$ cat config.mk
export PLATFORM = sky130hd
export DESIGN_NAME = mdu_ctrl
export DESIGN_NICKNAME = d
export VERILOG_FILES = /design/src/rtl/mdu_ctrl.sv
export SDC_FILE = /design/constraint.sdc
export NUM_CORES = 1
export LEC_CHECK = 0
export BUFFER_PORTS_ARGS = -buffer_cell sky130_fd_sc_hd__buf_2
export CORE_AREA = 5 5 107 159
export CTS_CLUSTER_DIAMETER = 30
export DETAILED_ROUTE_END_ITERATION = 8
export DIE_AREA = 0 0 112 164
export PLACE_DENSITY = 0.69
export RECOVER_POWER = 50
export SYNTH_ARGS = -nofsm -noshare
export SYNTH_HDL_FRONTEND = slang
export SYNTH_SLANG_ARGS = --single-unit
$ cat constraint.sdc
create_clock -name CLK -period 3.5 [get_ports CLK]
set_clock_uncertainty 0.05 [all_clocks]
set_input_delay 0.7 -clock CLK [delete_from_list [all_inputs] [get_ports CLK]]
set_output_delay 0.7 -clock CLK [all_outputs]
set_load 0.005 [all_outputs]
$ cat src/rtl/mdu_ctrl.sv
// mdu_ctrl: RISC-V M-extension issue/retire controller for the EX stage.
//
// Sits directly upstream of the MCycle multi-cycle multiply/divide unit. It
// decodes Funct3 and maps each op onto MCycle's four ops, then drives the
// MC_Start handshake. It stalls the pipeline until MCycle drops MC_Busy, and
// then selects and sign-fixes the 32-bit writeback value. Divide-by-zero and
// signed overflow are resolved locally in one cycle and never reach MCycle.
//
// Ports:
//   CLK, RESETN      clock, asynchronous active-low reset
//   MDUValid         M-ext instruction present in EX (held stable while stalled)
//   Funct3           000 MUL .. 111 REMU
//   RS1, RS2         source operands
//   MDUResult        writeback value (0 unless MDUDone)
//   MDUDone          one-cycle result-valid pulse
//   MDUStall         freeze IF/ID/EX
//   MC_Start/MC_Op/MC_Operand1/MC_Operand2   request to MCycle
//   MC_Result1/MC_Result2/MC_Busy            response from MCycle
//
// Optional feature (macro MDU_RESULT_CACHE_EN): a single-entry cache of the
// last MCycle result. It lets a matching follow-up op (e.g. REM after DIV)
// complete in one cycle without issuing to MCycle.
//
// Outputs in the Start cycle and in the single-cycle completion paths must
// reflect the current inputs. For that reason they are decoded combinationally
// from the state registers and the inputs. All stored state is registered.

module mdu_ctrl #(
  parameter int width = 32
) (
  input  logic               CLK,
  input  logic               RESETN,
  input  logic               MDUValid,
  input  logic [2:0]         Funct3,
  input  logic [width-1:0]   RS1,
  input  logic [width-1:0]   RS2,
  output logic [width-1:0]   MDUResult,
  output logic               MDUDone,
  output logic               MDUStall,
  output logic               MC_Start,
  output logic [1:0]         MC_Op,
  output logic [width-1:0]   MC_Operand1,
  output logic [width-1:0]   MC_Operand2,
  input  logic [width-1:0]   MC_Result1,
  input  logic [width-1:0]   MC_Result2,
  input  logic               MC_Busy
);

  typedef enum logic [1:0] {
    S_IDLE = 2'b00,
    S_WAIT = 2'b01,
    S_DONE = 2'b10
  } state_t;

  state_t               r_state;
  logic [2:0]           r_f3;
  logic                 r_neg;
  logic                 r_flush;
  logic [2*width-1:0]   r_p;

  // Low word for MUL, DIV and DIVU. High word for MULH*, REM and REMU.
  function automatic logic [width-1:0] sel_result(input logic [2:0] f3,
                                                  input logic [2*width-1:0] p);
    logic is_lo;
    is_lo = (f3 == 3'b000) || (f3 == 3'b100) || (f3 == 3'b101);
    return is_lo ? p[width-1:0] : p[2*width-1:width];
  endfunction

  logic [1:0]           w_mc_op;
  logic                 w_neg;
  logic [width-1:0]     w_op1;
  logic                 w_div0;
  logic                 w_ovf;
  logic                 w_special;
  logic [width-1:0]     w_spec_res;
  logic [2*width-1:0]   w_cap;
  logic [2*width-1:0]   w_p_new;
  logic                 w_hit;
  logic [width-1:0]     w_hit_res;

  // Funct3 decode: the MCycle op, plus MULHSU's magnitude/sign split of RS1.
  always_comb begin
    case (Funct3)
      3'b000, 3'b001: w_mc_op = 2'b00;
      3'b010, 3'b011: w_mc_op = 2'b01;
      3'b100, 3'b110: w_mc_op = 2'b10;
      3'b101, 3'b111: w_mc_op = 2'b11;
      default:        w_mc_op = 2'b00;
    endcase
    // MCycle only has an unsigned x unsigned multiply for op 01. So MULHSU
    // multiplies |RS1| and negates the 64-bit product afterwards.
    w_neg = (Funct3 == 3'b010) && RS1[width-1];
    if (w_neg) begin
      w_op1 = ~RS1 + 32'd1;
    end else begin
      w_op1 = RS1;
    end
  end

  // Locally resolved divide cases: divide-by-zero and signed overflow.
  always_comb begin
    w_div0 = Funct3[2] && (RS2 == 32'd0);
    w_ovf  = ((Funct3 == 3'b100) || (Funct3 == 3'b110)) &&
             (RS1 == 32'h8000_0000) && (RS2 == 32'hFFFF_FFFF);
    w_special = w_div0 || w_ovf;
    if (w_div0) begin
      w_spec_res = Funct3[1] ? RS1 : 32'hFFFF_FFFF;
    end else if (w_ovf) begin
      w_spec_res = Funct3[1] ? 32'h0000_0000 : 32'h8000_0000;
    end else begin
      w_spec_res = 32'h0000_0000;
    end
  end

  // MCycle response, negated when the MULHSU sign flag was set at issue.
  always_comb begin
    w_cap = {MC_Result2, MC_Result1};
    if (r_neg) begin
      w_p_new = ~w_cap + 64'd1;
    end else begin
      w_p_new = w_cap;
    end
  end

`ifdef MDU_RESULT_CACHE_EN
  logic [width-1:0]     r_rs1;
  logic [width-1:0]     r_rs2;
  logic [1:0]           r_op;
  logic                 r_c_vld;
  logic [width-1:0]     r_c_rs1;
  logic [width-1:0]     r_c_rs2;
  logic [1:0]           r_c_op;
  logic                 r_c_neg;
  logic [2*width-1:0]   r_c_p;

  // Cache lookup. MUL needs only the low product word, which is the same for
  // every multiply class. Every other op needs the same MCycle op and the same
  // sign fix-up. This keeps MULHSU with negative RS1 apart from MULHU.
  always_comb begin
    if (r_c_vld && (r_c_rs1 == RS1) && (r_c_rs2 == RS2)) begin
      if (Funct3 == 3'b000) begin
        w_hit = !r_c_op[1];
      end else begin
        w_hit = (r_c_op == w_mc_op) && (r_c_neg == w_neg);
      end
    end else begin
      w_hit = 1'b0;
    end
    w_hit_res = sel_result(Funct3, r_c_p);
  end
`else
  // No cache: every non-special op issues to MCycle.
  always_comb begin
    w_hit     = 1'b0;
    w_hit_res = 32'h0000_0000;
  end
`endif

  // Control FSM and capture registers.
  always_ff @(posedge CLK or negedge RESETN) begin
    if (!RESETN) begin
      r_state <= S_IDLE;
      r_f3    <= 3'b000;
      r_neg   <= 1'b0;
      r_flush <= 1'b0;
      r_p     <= 64'd0;
`ifdef MDU_RESULT_CACHE_EN
      r_rs1   <= 32'd0;
      r_rs2   <= 32'd0;
      r_op    <= 2'b00;
      r_c_vld <= 1'b0;
      r_c_rs1 <= 32'd0;
      r_c_rs2 <= 32'd0;
      r_c_op  <= 2'b00;
      r_c_neg <= 1'b0;
      r_c_p   <= 64'd0;
`endif
    end else begin
      case (r_state)
        S_IDLE: begin
          if (MDUValid && !w_special && !w_hit) begin
            r_f3    <= Funct3;
            r_neg   <= w_neg;
            r_flush <= 1'b0;
`ifdef MDU_RESULT_CACHE_EN
            r_rs1   <= RS1;
            r_rs2   <= RS2;
            r_op    <= w_mc_op;
`endif
            r_state <= S_WAIT;
          end else begin
            r_state <= S_IDLE;
          end
        end
        S_WAIT: begin
          // A flushed op still has to drain MCycle. Its result is only suppressed.
          if (!MDUValid) begin
            r_flush <= 1'b1;
          end else begin
            r_flush <= r_flush;
          end
          if (!MC_Busy) begin
            r_p     <= w_p_new;
`ifdef MDU_RESULT_CACHE_EN
            r_c_vld <= 1'b1;
            r_c_rs1 <= r_rs1;
            r_c_rs2 <= r_rs2;
            r_c_op  <= r_op;
            r_c_neg <= r_neg;
            r_c_p   <= w_p_new;
`endif
            r_state <= S_DONE;
          end else begin
            r_state <= S_WAIT;
          end
        end
        S_DONE: begin
          r_state <= S_IDLE;
        end
        default: begin
          r_state <= S_IDLE;
        end
      endcase
    end
  end

  // Output decode. RESETN gates everything so outputs are 0 throughout reset.
  always_comb begin
    MDUResult   = 32'h0000_0000;
    MDUDone     = 1'b0;
    MDUStall    = 1'b0;
    MC_Start    = 1'b0;
    MC_Op       = 2'b00;
    MC_Operand1 = 32'h0000_0000;
    MC_Operand2 = 32'h0000_0000;
    if (RESETN) begin
      case (r_state)
        S_IDLE: begin
          if (MDUValid) begin
            if (w_special) begin
              MDUDone   = 1'b1;
              MDUResult = w_spec_res;
            end else if (w_hit) begin
              MDUDone   = 1'b1;
              MDUResult = w_hit_res;
            end else begin
              MC_Start    = 1'b1;
              MDUStall    = 1'b1;
              MC_Op       = w_mc_op;
              MC_Operand1 = w_op1;
              MC_Operand2 = RS2;
            end
          end else begin
            MDUDone = 1'b0;
          end
        end
        S_WAIT: begin
          MDUStall = 1'b1;
        end
        S_DONE: begin
          if (!r_flush) begin
            MDUDone   = 1'b1;
            MDUResult = sel_result(r_f3, r_p);
          end else begin
            MDUDone = 1'b0;
          end
        end
        default: begin
          MDUStall = 1'b0;
        end
      endcase
    end else begin
      MDUStall = 1'b0;
    end
  end

endmodule

-- Yosys cells after proc, flatten, opt, wreduce, memory -nomap -nowiden
Memories as Yosys holds them, arrays and structs flattened.
Index checks and enable logic that the tools add are counted.
- bits in registers: 71
- memory bits (read-only): 16
- input bits: 135
- output and inout bits: 101
- memories kept: 1
- add/subtract/negate cells: 2
- eq/ne operators: 11
- mux-type cells: 41
- bitwise operators: 3
- reductions and logical operators: 17
- memories (memory ; words ; bits a word ; rd ports ; clocked after Yosys merged registers in ; wr ports ; RTL line ; RTL):
    (no name shown) ; 8 ; 2 ; 1 ; 0 ; 0 ; 83 ; case (Funct3)
- operators with widths (cell ; number):
    32-bit two-way mux ; 18
    64-bit by 1-bit adder with 64-bit output, second input constant ; 1
    32-bit == test, second input constant ; 2
    64-bit two-way mux ; 1
    64-bit NOT ; 1
    32-bit one-hot mux with 2 select lines ; 1
    32-bit by 1-bit adder with 32-bit output, second input constant ; 1
    32-bit zero test ; 1
    32-bit NOT ; 1
    3-bit == test, second input constant ; 4
    1-bit two-way mux ; 12
    2-bit two-way mux ; 5
    1-bit one-hot mux with 2 select lines ; 3
    1-bit logical AND ; 5
    1-bit logical OR ; 4
    2-bit != test, second input constant ; 2
    2-bit one-hot mux with 2 select lines ; 1
    2-bit AND reduction ; 2
    3-bit by 2-bit == test with 1-bit output, second input constant ; 1
    3-bit zero test ; 1
    3-bit AND reduction ; 1
    2-bit by 1-bit == test with 1-bit output, second input constant ; 1
    2-bit == test, second input constant ; 1
    2-bit zero test ; 1
    3 further kinds ; 3

-- Depth between registers and ports, before layout
Gate-level depths: netlist of run 1.
- depth after elaboration: 10
- depth in mapped cells: 11

-- Worst setup path before layout of run 1
OpenSTA, ideal clock, no wires.
- path kind: input to output
- from: input port RS1[24]
- to: output port MC_Operand2[22]
- arrival: 2.868 ns
- path slack: -0.118 ns
- stages on the path: 9
- buffers on the path: 2
- path through: or4_1 or3_1 or4_4 nor3_4 or3_1 buf_4 inv_4 buf_6 and2_1
- cells in the longest elaborated chain, start to end: 8
- RTL lines (element ; RTL line ; RTL):
    start, declared ; 35 ; input logic [width-1:0] RS1,
    32-bit == test ; 104 ; (RS1 == 32'h8000_0000) && (RS2 == 32'hFFFF_FFFF);
    1-bit logical AND ; 103 ; w_ovf = ((Funct3 == 3'b100) || (Funct3 == 3'b110)) &&
    1-bit logical AND ; 104 ;
    1-bit logical OR ; 105 ; w_special = w_div0 || w_ovf;
    32-bit two-way mux ; 240 ; if (w_special) begin
    32-bit two-way mux ; 239 ; if (MDUValid) begin
    32-bit two-way mux ; 237 ; case (r_state)
    32-bit two-way mux ; 236 ; if (RESETN) begin
    end, declared ; 43 ; output logic [width-1:0] MC_Operand2,
Every way passes these cells.

-- Worst setup path after layout of run 1
- from: input port RS1[27]
- to: output port MC_Operand2[1]
The elaborated chain is that of the path after synthesis.

==> impl_metrics.ini, run 1 <==
[worst_setup_path]
crit_path_top_delay_cell = or4_4
crit_fanout = 34
arrival_ns = 2.95
worstPathRequired_ns = 2.75
worstSetupPathDepth = 9
critPathTopFamily = simple AND/OR/NAND/NOR gates
critPathLaunchType = input pin
critPathMaxStageDelay_ns = 0.54
cp_num_buf_inv = 3
end_kind = output port
reg2reg_depth = 4
critPathKind = input pin to output port
path_cells = buf_6 -> or4_4 -> or3_4 -> or4_4 -> nor3_4 -> or3_4 -> inv_8 -> and2_1 -> buf_2
regToRegSetupSlack_ns = 0.49

[sta]
finalHoldViolCount = 0
drv_slew = 139
relSlewSlack = -0.363
rsz0062_at_grt = true
finalCriticalPeriod_ns = 3.70
tightestPinTransition_ns = 2.04
timing.final.ws_setup_ns = -0.201
finalSetupViolations = 70
fin_hold_ws_ns = 0.295
fmax_ghz = 0.270
fin_crit_sh = 1.06

[synth]
synth-seq-cells = 71
syn-cell-area_mm2 = 0.00606
synth.distinct_cells = 42
syn_inst = 828
ys_seq_area_frac = 0.293
synth_warnings = 0
syn_nets = 965
avgSynthCellArea_um2 = 7.31

[detailed_routing]
drt-total-wl_mm = 22.5
drc = 0
viasPerCell = 5.41
initialDrtViolationCount = 450
vias = 6957
first_pass_iters = 5
ant_nets = 0
wl_per_cell_um = 17.5

[run]
cap_violations = 2

[outcome]
failed_checks = max-capacitance violations, max-slew violations, negative setup slack
status = finished with violations

[global_route]
grt_pass1_vias = 7011
grt_max_degree = 71
grt_antenna_before_repair = 3
grt_overflow = 0
grt_usage = 0.241
grt_pass1_wl_mm = 36.0

[die]
dieHeight_um = 164
die_area_mm2 = 0.0184
ios = 236
start_util = 0.391
core_region_area_mm2 = 0.0155
chipWidth_um = 112
placementRows = 56

[placement]
dp_hpwl_mm = 18.1
place_congestion = 0.969
place_inst = 1267
portBuffers = 235

[clock_tree]
cts_buffers = 9
clock_latency_ns = 0.32
clkTransAtPathRegs_ns = 0.05
htreeDepth = 3
root_buffer = clkbuf_16
cts.sinks = 71
cts_tree = done
hold_buffers = 0
cts.path.max_buffers = 2

[layout]
final_util = 0.524
fill_cells = 1564
mostFrequentLayoutCells = buf_2 (233), nand2_1 (159), o21ai_0 (115)
layout_commonest_cell = buf_2
syn_to_final_growth_pct = 34.0
finalNetCount = 1213
drive_above_1_share = 0.333
instances_no_fill = 1285

[power]
leakagePower_uw = 0.00366
ir_worst_vdd_mv = 0.304
powerDensity_mw_per_mm2 = 461

[worst_hold_path]
hold_class = input pin to async pin
## where the power goes
part           internal, uW  leakage, uW  switching, uW
logic                   558      0.00263            842
clock network           549     0.000142            339
registers              1220     0.000881            233
total                  2330      0.00366           1410
## worst reg2reg max path: stages, from the launching register on
cell	delay, ns
dfrtp_1	0.43
nand2_1	0.10
or2_1	1.48
clkbuf_2	0.63
o21ai_0	0.18
## final timing paths
| path | start | to |
|---|---|---|
| setup / recovery | RS1[27] | MC_Operand2[1] |
| hold / removal | RESETN | r_state[1] |
| setup reg to reg | r_state[0] | r_p[42] |
| hold reg to reg | r_p[62] | r_p[62] |
| max in group asynchronous | RESETN | r_p[59] |
| min in group CLK | r_p[62] | r_p[62] |
## per-layer routing
metal,vias to the layer above,share of wire,track usage
li1,3399,-,-
met1,3239,0.38,0.277
met2,273,0.52,0.441
met3,42,0.074,0.0501
met4,4,0.028,0.0847
met5,-,0.00093,0
## layout make-up
class	count	area, um^2	share of cell area
tap	203	254	0.0313
antenna	1	2.50	0.000308
clock buffer	10	229	0.0282
sequential	71	1780	0.219
multi-input combinational	691	4140	0.509
clock inverter	6	61.3	0.00755
inverter	12	52.6	0.00647
timing repair buffer	291	1610	0.198
## what timing repair did
action	in CTS	in global routing
setup buffers	1	0
endpoints found under the setup margin	70	70
pin swaps	7	3
resized for setup	13	4
cloned	0	0
## kinds of logic (layout without fill, tap and decap cells)
logic type / count (synthesis) / after routing / share of synthesized area
xor+xnor: 91 / 91 / 0.132
simple gates: 350 / 350 / 0.276
fa+ha+maj: 2 / 2 / 0.00413
other cells: 0 / 1 / 0
buf+inv: 66 / 319 / 0.0463
flops: 71 / 71 / 0.293
compound gates: 243 / 243 / 0.239
mux: 5 / 5 / 0.00909
## through the flow
stage               power, uW  cell area (um^2)  setup TNS (ns)  setup WS, ns
global route             4070              8120          -13.62        -0.228
global placement         2820              7760          -20.45        -0.327
finish                   3740              8120          -11.04        -0.201
CTS                      3770              8110          -10.75        -0.184
floorplan                2310              6140           -1.59       -0.0512
detailed placement       2860              7760          -21.85        -0.363
## flip-flops by register name, summed over array words and instances (netlist names)
| signal | count |
|---|---|
| r_flush | 1 |
| r_state | 2 |
| r_neg | 1 |
| r_f3 | 3 |
| r_p | 64 |
## synth_stat cells
| master | number | area (um^2) |
|---|---|---|
| a211o_1 | 1 | 8.76 |
| a21boi_0 | 1 | 7.51 |
| a21o_1 | 28 | 210 |
| a21oi_1 | 46 | 230 |
| a31o_2 | 1 | 8.76 |
| a31oi_1 | 1 | 6.26 |
| a41o_1 | 1 | 10.0 |
| and2_1 | 35 | 219 |
| buf_1 | 1 | 3.75 |
| buf_2 | 3 | 15.0 |
| buf_4 | 1 | 7.51 |
| buf_6 | 3 | 33.8 |
| clkbuf_1 | 46 | 173 |
| dfrtp_1 | 71 | 1780 |
| ha_1 | 2 | 25.0 |
| inv_1 | 11 | 41.3 |
| inv_4 | 1 | 6.26 |
| mux2_2 | 4 | 45.0 |
| mux2i_1 | 1 | 10.0 |
| nand2_1 | 160 | 601 |
| nand2b_1 | 5 | 31.3 |
| nand3_1 | 7 | 35.0 |
| nand4_1 | 15 | 93.8 |
| nand4b_1 | 2 | 17.5 |
| nor2_1 | 55 | 206 |
| nor2b_1 | 3 | 18.8 |
| nor3_1 | 8 | 40.0 |
| nor3_4 | 1 | 16.3 |
| nor3b_1 | 3 | 22.5 |
| nor4_1 | 20 | 125 |
| nor4b_1 | 1 | 8.76 |
| o211a_1 | 1 | 10.0 |
| o21a_1 | 1 | 7.51 |
| o21ai_0 | 116 | 581 |
| o31ai_1 | 28 | 210 |
| o41ai_1 | 18 | 158 |
| or2_2 | 8 | 50.1 |
| or3_1 | 14 | 87.6 |
| or4_1 | 12 | 90.1 |
| or4_4 | 1 | 11.3 |
| xnor2_1 | 12 | 105 |
| xor2_1 | 79 | 692 |
Power figures use the tool's default switching activity.
==> run 2: changes to the inputs <==
--- a/config.mk
+++ b/config.mk
@@ -5,12 +5,13 @@
 export SDC_FILE = /design/constraint.sdc
 export NUM_CORES = 1
 export LEC_CHECK = 0
+export ABC_AREA = 1
 export BUFFER_PORTS_ARGS = -buffer_cell sky130_fd_sc_hd__buf_2
-export CORE_AREA = 5 5 107 159
+export CORE_AREA = 5 5 117 174
 export CTS_CLUSTER_DIAMETER = 30
 export DETAILED_ROUTE_END_ITERATION = 8
-export DIE_AREA = 0 0 112 164
-export PLACE_DENSITY = 0.69
+export DIE_AREA = 0 0 122 179
+export PLACE_DENSITY = 0.67
 export RECOVER_POWER = 50
 export SYNTH_ARGS = -nofsm -noshare
 export SYNTH_HDL_FRONTEND = slang
==> impl_metrics.ini, run 2 <==
[outcome]
status = finished, final reports clean

[synth]
netlist_top_cells_area = dfrtp_1 (24%), nand2_1 (19%), nor2_1 (13%)
synthSimpleGateAreaFrac = 0.433
syn_nets = 1409
synth-seq-cells = 71
synth_adder_area_share = 0.00342
synth_top_cell_by_area = dfrtp_1
yosysMostFrequentCell = nand2_1
yosys_most_used_dff = dfrtp_1
synthMuxAreaShare = 0
syn_inst = 1272
synth-edff-count = 0
yosys-top-cells-count = nand2_1 (364), nor2_1 (258), inv_1 (124)
synth-xor-area-share = 0.0599
synth.distinct_cells = 35
async_flop_share = 1.00
synth-compound-area-share = 0.158
synth_top_area_share = 0.243
avgSynthCellArea_um2 = 5.74
ys_seq_area_frac = 0.243
syn-cell-area_mm2 = 0.00731
synth_top_family_by_area = simple AND/OR/NAND/NOR gates
synth_warnings = 0

[worst_setup_path]
path_cells = buf_2 -> inv_1 -> ha_1 -> nand3_2 -> nor2_2 -> nand3_2 -> o21ai_0 -> o211ai_1 -> nand2_1 -> nor2_1 -> buf_2
worstSetupStartpoint = RS1[0]
critPathTopFamily = simple AND/OR/NAND/NOR gates
r2r-end = r_p[26]
cp_num_buf_inv = 3
critPathLaunchType = input pin
crit_fanout = 4
critPathKind = input pin to output port
timing.rr.start = r_state[0]
worstSetupPathDepth = 11
regToRegSetupSlack_ns = 1.00
arrival_ns = 2.51
end_kind = output port
worstPathRequired_ns = 2.75
endpoint = MC_Operand1[28]
critPathMaxStageDelay_ns = 0.47
reg2reg_depth = 7
crit_path_top_delay_cell = o21ai_0

[sta]
finalSetupViolations = 0
relSlewSlack = 0.206
drv_slew = 0
fin_crit_sh = 0.932
finalHoldViolCount = 0
tightestPinTransition_ns = 1.19
setup_tns_ns = 0
rsz0062_at_grt = false
finalCriticalPeriod_ns = 3.26
fmax_ghz = 0.307
fin_hold_ws_ns = 0.431

[global_route]
grt_antenna_before_repair = 0
grt_usage = 0.272
grt_max_degree = 68
grt_pass1_wl_mm = 46.0
grt_pass1_vias = 8602
grt_overflow = 0

[die]
chipWidth_um = 122
placementRows = 61
die_area_mm2 = 0.0218
ios = 236
dieHeight_um = 179
start_util = 0.394
core_region_area_mm2 = 0.0185

[power]
powerDensity_mw_per_mm2 = 425
ir_worst_vdd_mv = 0.272
leakagePower_uw = 0.00452
p_total_uw = 3820

[detailed_routing]
wl_met1_mm = 11.3
drt-total-wl_mm = 30.3
first_pass_iters = 6
drc = 0
viasPerCell = 5.15
highest_layer = met4
wl_met3_mm = 1.71
dr_wl_met2_mm = 15.5
initialDrtViolationCount = 603
vias = 8967
ant_nets = 0
wl_per_cell_um = 17.4

[layout]
instances_no_fill = 1741
top_register = r_p
layout_commonest_cell = nand2_1
syn_to_final_growth_pct = 23.1
largest_register_ffs = 64
antennaDiodeCount = 0
finalNetCount = 1621
drive_above_1_share = 0.189
mostFrequentLayoutCells = nand2_1 (364), nor2_1 (259), buf_2 (231)
reg_top3 = r_p: 64 flops, r_f3: 3 flops, r_state: 2 flops
fill_cells = 2066

[placement]
place_congestion = 1.02
place_inst = 1725
portBuffers = 235
dp_hpwl_mm = 25.4

[clock_tree]
clock_latency_ns = 0.33
hold_buffers = 0
clkTransAtPathRegs_ns = 0.06
cts.sinks = 71
htreeDepth = 3
post_cts_buffers = 0
post_cts_resized = 0
root_buffer = clkbuf_16
cts.path.max_buffers = 2
cts_tree = done
cts_buffers = 9

[run]
cap_violations = 0

[worst_hold_path]
hold_class = register to register
-- run 2: cell types whose count changed in the layout (fill, tap and decap cells not counted), moves of 38 or more --
cell      delta
o211ai_1    +48
xor2_1      -38
nand3_1     +97
nand2_1    +205
nor2_1     +204
inv_1      +114
-- run 2: where the power goes --
group | total [uW] | switching (uW) | internal (uW)
sequential | 1410 | 212 | 1200
clock | 925 | 351 | 574
combinational | 1490 | 981 | 507
-- run 2: worst register-to-register path: cells and delay by family, from the launching register on --
kind | cells | cell delay (ns)
buffers and inverters | 4 | 1.56
AO/OA/AOI/OAI | 1 | 0.24
flip-flops | 1 | 0.41
AND/OR/NAND/NOR | 2 | 0.08
-- run 2: layout make-up --
cell class	instances	area [um^2]	share of cell area
Multi-Input combinational cell	1018	4780	0.531
Sequential cell	71	1780	0.198
Clock buffer	10	239	0.0266
Clock inverter	6	67.6	0.00751
Tap cell	252	315	0.0350
Timing Repair Buffer	257	1340	0.149
Inverter	127	477	0.0530
-- run 2: per-stage QoR --
step,setup WS (ns),util,cell area [um^2]
after floorplan,0.841,-,7310
after global placement,0.255,0.470,8720
after detailed placement,0.206,0.470,8720
after CTS,0.202,0.487,9020
after global routing,0.0223,0.485,9000
final,0.238,0.485,9000
-- run 2: routing by layer --
metal / GRT usage / vias up
li1: - / 4505
met1: 0.296 / 4023
met2: 0.505 / 365
met3: 0.0278 / 74
met4: 0.157 / 0
met5: 0 / -
-- run 2: worst min-delay path by stage --
stage / startpoint / to / slack [ns] / depth (start not counted)
6_report: r_p[14] / r_p[14] / 0.43 / 2
5_1_grt: r_p[10] / r_p[10] / 0.44 / 2
4_1_cts: r_p[14] / r_p[14] / 0.43 / 2
3_5_place_dp: r_p[29] / r_p[29] / 0.41 / 2
3_3_place_gp: r_p[29] / r_p[29] / 0.41 / 2
2_1_floorplan: RESETN / r_f3[0] / 0.35 / 0
-- run 2: cell families (layout without fill, tap and decap cells) --
group | count (synthesis) | after routing
XOR/XNOR | 50 | 50
buffers and inverters | 183 | 400
AND/OR/NAND/NOR | 772 | 772
AO/OA/AOI/OAI | 194 | 194
flip-flops | 71 | 71
adder cells (fa/ha/maj) | 2 | 2
==> run 3: changes to the inputs <==
==> constraint.sdc (replaced) <==
create_clock -name CLK -period 2.9 [get_ports CLK]
set_clock_uncertainty 0.05 [all_clocks]
set_input_delay 0.58 -clock CLK [delete_from_list [all_inputs] [get_ports CLK]]
set_output_delay 0.58 -clock CLK [all_outputs]
set_load 0.005 [all_outputs]
==> impl_metrics.ini, run 3 (synthesis gave the netlist of run 2 again) <==
[placement]
portBuffers = 235
place_inst = 1734
pre_cts_slack_ns = 0.0573
dp_hpwl_mm = 25.8
place_congestion = 1.01

[power]
p_switching_uw = 1890
ir_worst_vdd_mv = 0.291
sequentialPowerShare = 0.364
leakagePower_uw = 0.00460
p_comb_frac = 0.399
p_clk_frac = 0.237
powerDensity_mw_per_mm2 = 508
intPower_uw = 2770
switching_share = 0.405

[worst_setup_path]
path_cells = buf_2 -> inv_1 -> ha_2 -> nand3_2 -> nor2_4 -> buf_4 -> nand3_1 -> nand2_2 -> o21ai_0 -> xor2_1 -> nor2_1 -> buf_2
worstPathRequired_ns = 2.27
timing.rr.start = r_state[0]
path_common_cell = buf_2
critPathTopFamily = simple AND/OR/NAND/NOR gates
reg2reg_depth = 7
cp_num_buf_inv = 4
critPathLaunchType = input pin
r2r-end = r_p[42]
regToRegSetupSlack_ns = 0.26
worstSetupPathDepth = 12
end_kind = output port
critPathMaxStageDelay_ns = 0.19
critPathKind = input pin to output port
crit_path_top_delay_cell = ha_2
arrival_ns = 2.21
crit_fanout = 3
worstSetupStartpoint = RS1[1]

[clock_tree]
root_buffer = clkbuf_16
clock_latency_ns = 0.33
cts.path.max_buffers = 2
cts_tree = done
htreeDepth = 3
cts.sinks = 71
cts_buffers = 9
clkTransAtPathRegs_ns = 0.06
hold_buffers = 0

[layout]
reg_top3 = r_p: 64 flops, r_f3: 3 flops, r_state: 2 flops
largest_register_ffs = 64
multi_input_area_mm2 = 0.00480
final_util = 0.494
syn_to_final_growth_pct = 25.5
drive_above_1_share = 0.201
instances_no_fill = 1753
area.sequential_mm2 = 0.00178
finalNetCount = 1633
layout_commonest_cell = nand2_1
fill_cells = 2083
mostFrequentLayoutCells = nand2_1 (363), nor2_1 (257), buf_2 (234)
antennaDiodeCount = 0
top_register = r_p

[sta]
finalSetupViolations = 0
rsz0062_at_grt = false
tightestPinTransition_ns = 1.53
finalHoldViolCount = 0
setup_tns_ns = 0
timing.final.ws_setup_ns = 0.0643
drv_slew = 29
fin_crit_sh = 0.978
relSlewSlack = -0.0215
finalCriticalPeriod_ns = 2.84
fmax_ghz = 0.353

[die]
ios = 236
start_util = 0.394
placementRows = 61
core_region_area_mm2 = 0.0185
dieHeight_um = 179
chipWidth_um = 122
die_area_mm2 = 0.0218

[global_route]
grt_max_degree = 78
use_met3 = 0.0262
grt_antenna_before_repair = 0
met1_usage = 0.306
gr-usage-met2 = 0.520
grt_usage = 0.281
grt.busiest_layer = met2
grt_pass1_vias = 8941
grt_overflow = 0
grt_pass1_wl_mm = 47.5

[detailed_routing]
ant_nets = 0
initialDrtViolationCount = 716
drc = 0
first_pass_iters = 6
vias = 9239
drt-total-wl_mm = 31.1
viasPerCell = 5.27
wl_per_cell_um = 17.7

[outcome]
failed_checks = max-capacitance violations, max-slew violations
status = finished with violations

[run]
cap_violations = 1

[worst_hold_path]
hold_class = input pin to async pin
[run 3: changes by cell type in the layout (fill, tap and decap cells not counted), sizes merged]
cell	delta
buf	+11
clkbuf	+2
clkinv	+1
inv	-2
[run 3: cell type report]
class	instances	share of cell area
Clock inverter	5	0.00641
Tap cell	252	0.0344
Timing Repair Buffer	269	0.163
Clock buffer	11	0.0265
Sequential cell	71	0.194
Multi-Input combinational cell	1018	0.524
Inverter	127	0.0520
[run 3: how the worst max path moves through the flow]
| stage | to | slack (ns) |
|---|---|---|
| floorplan | MC_Operand2[10] | 0.48 |
| finish | MC_Operand1[26] | 0.06 |
| CTS | MC_Operand1[26] | 0.04 |
| global placement | MC_Operand1[28] | 0.08 |
| global route | MC_Operand1[27] | 0.002 |
| detailed placement | MC_Operand1[26] | 0.06 |
[run 3: layer usage]
| metal | wire length, um | up-vias |
|---|---|---|
| li1 | - | 4534 |
| met1 | 11400 | 4220 |
| met2 | 15900 | 403 |
| met3 | 1830 | 82 |
| met4 | 1920 | 0 |
| met5 | 0 | - |
[run 3: per-stage QoR]
| step | area, um^2 | power [uW] | hold slack [ns] |
|---|---|---|---|
| after global placement | 8850 | 3510 | 0.409 |
| after floorplan | 7310 | 2780 | 0.234 |
| after global routing | 9170 | 5000 | 0.181 |
| after CTS | 9150 | 4680 | 0.0569 |
| final | 9170 | 4660 | 0.173 |
| after detailed placement | 8850 | 3550 | 0.408 |
[run 3: timing repair]
action | in CTS | in global routing
setup endpoints to repair | 0 | 57
gates resized for setup | 0 | 7
endpoints found under the hold margin | 0 | 0
buffers inserted | 0 | 2
[run 3: power groups by stage]
stage / sequential, uW / combinational (uW) / clock [uW]
finish: 1700 / 1860 / 1100
global route: 1750 / 2090 / 1160
CTS: 1690 / 1860 / 1120
detailed placement: 1710 / 1850 / 0
global placement: 1690 / 1820 / 0
floorplan: 1620 / 1170 / 0
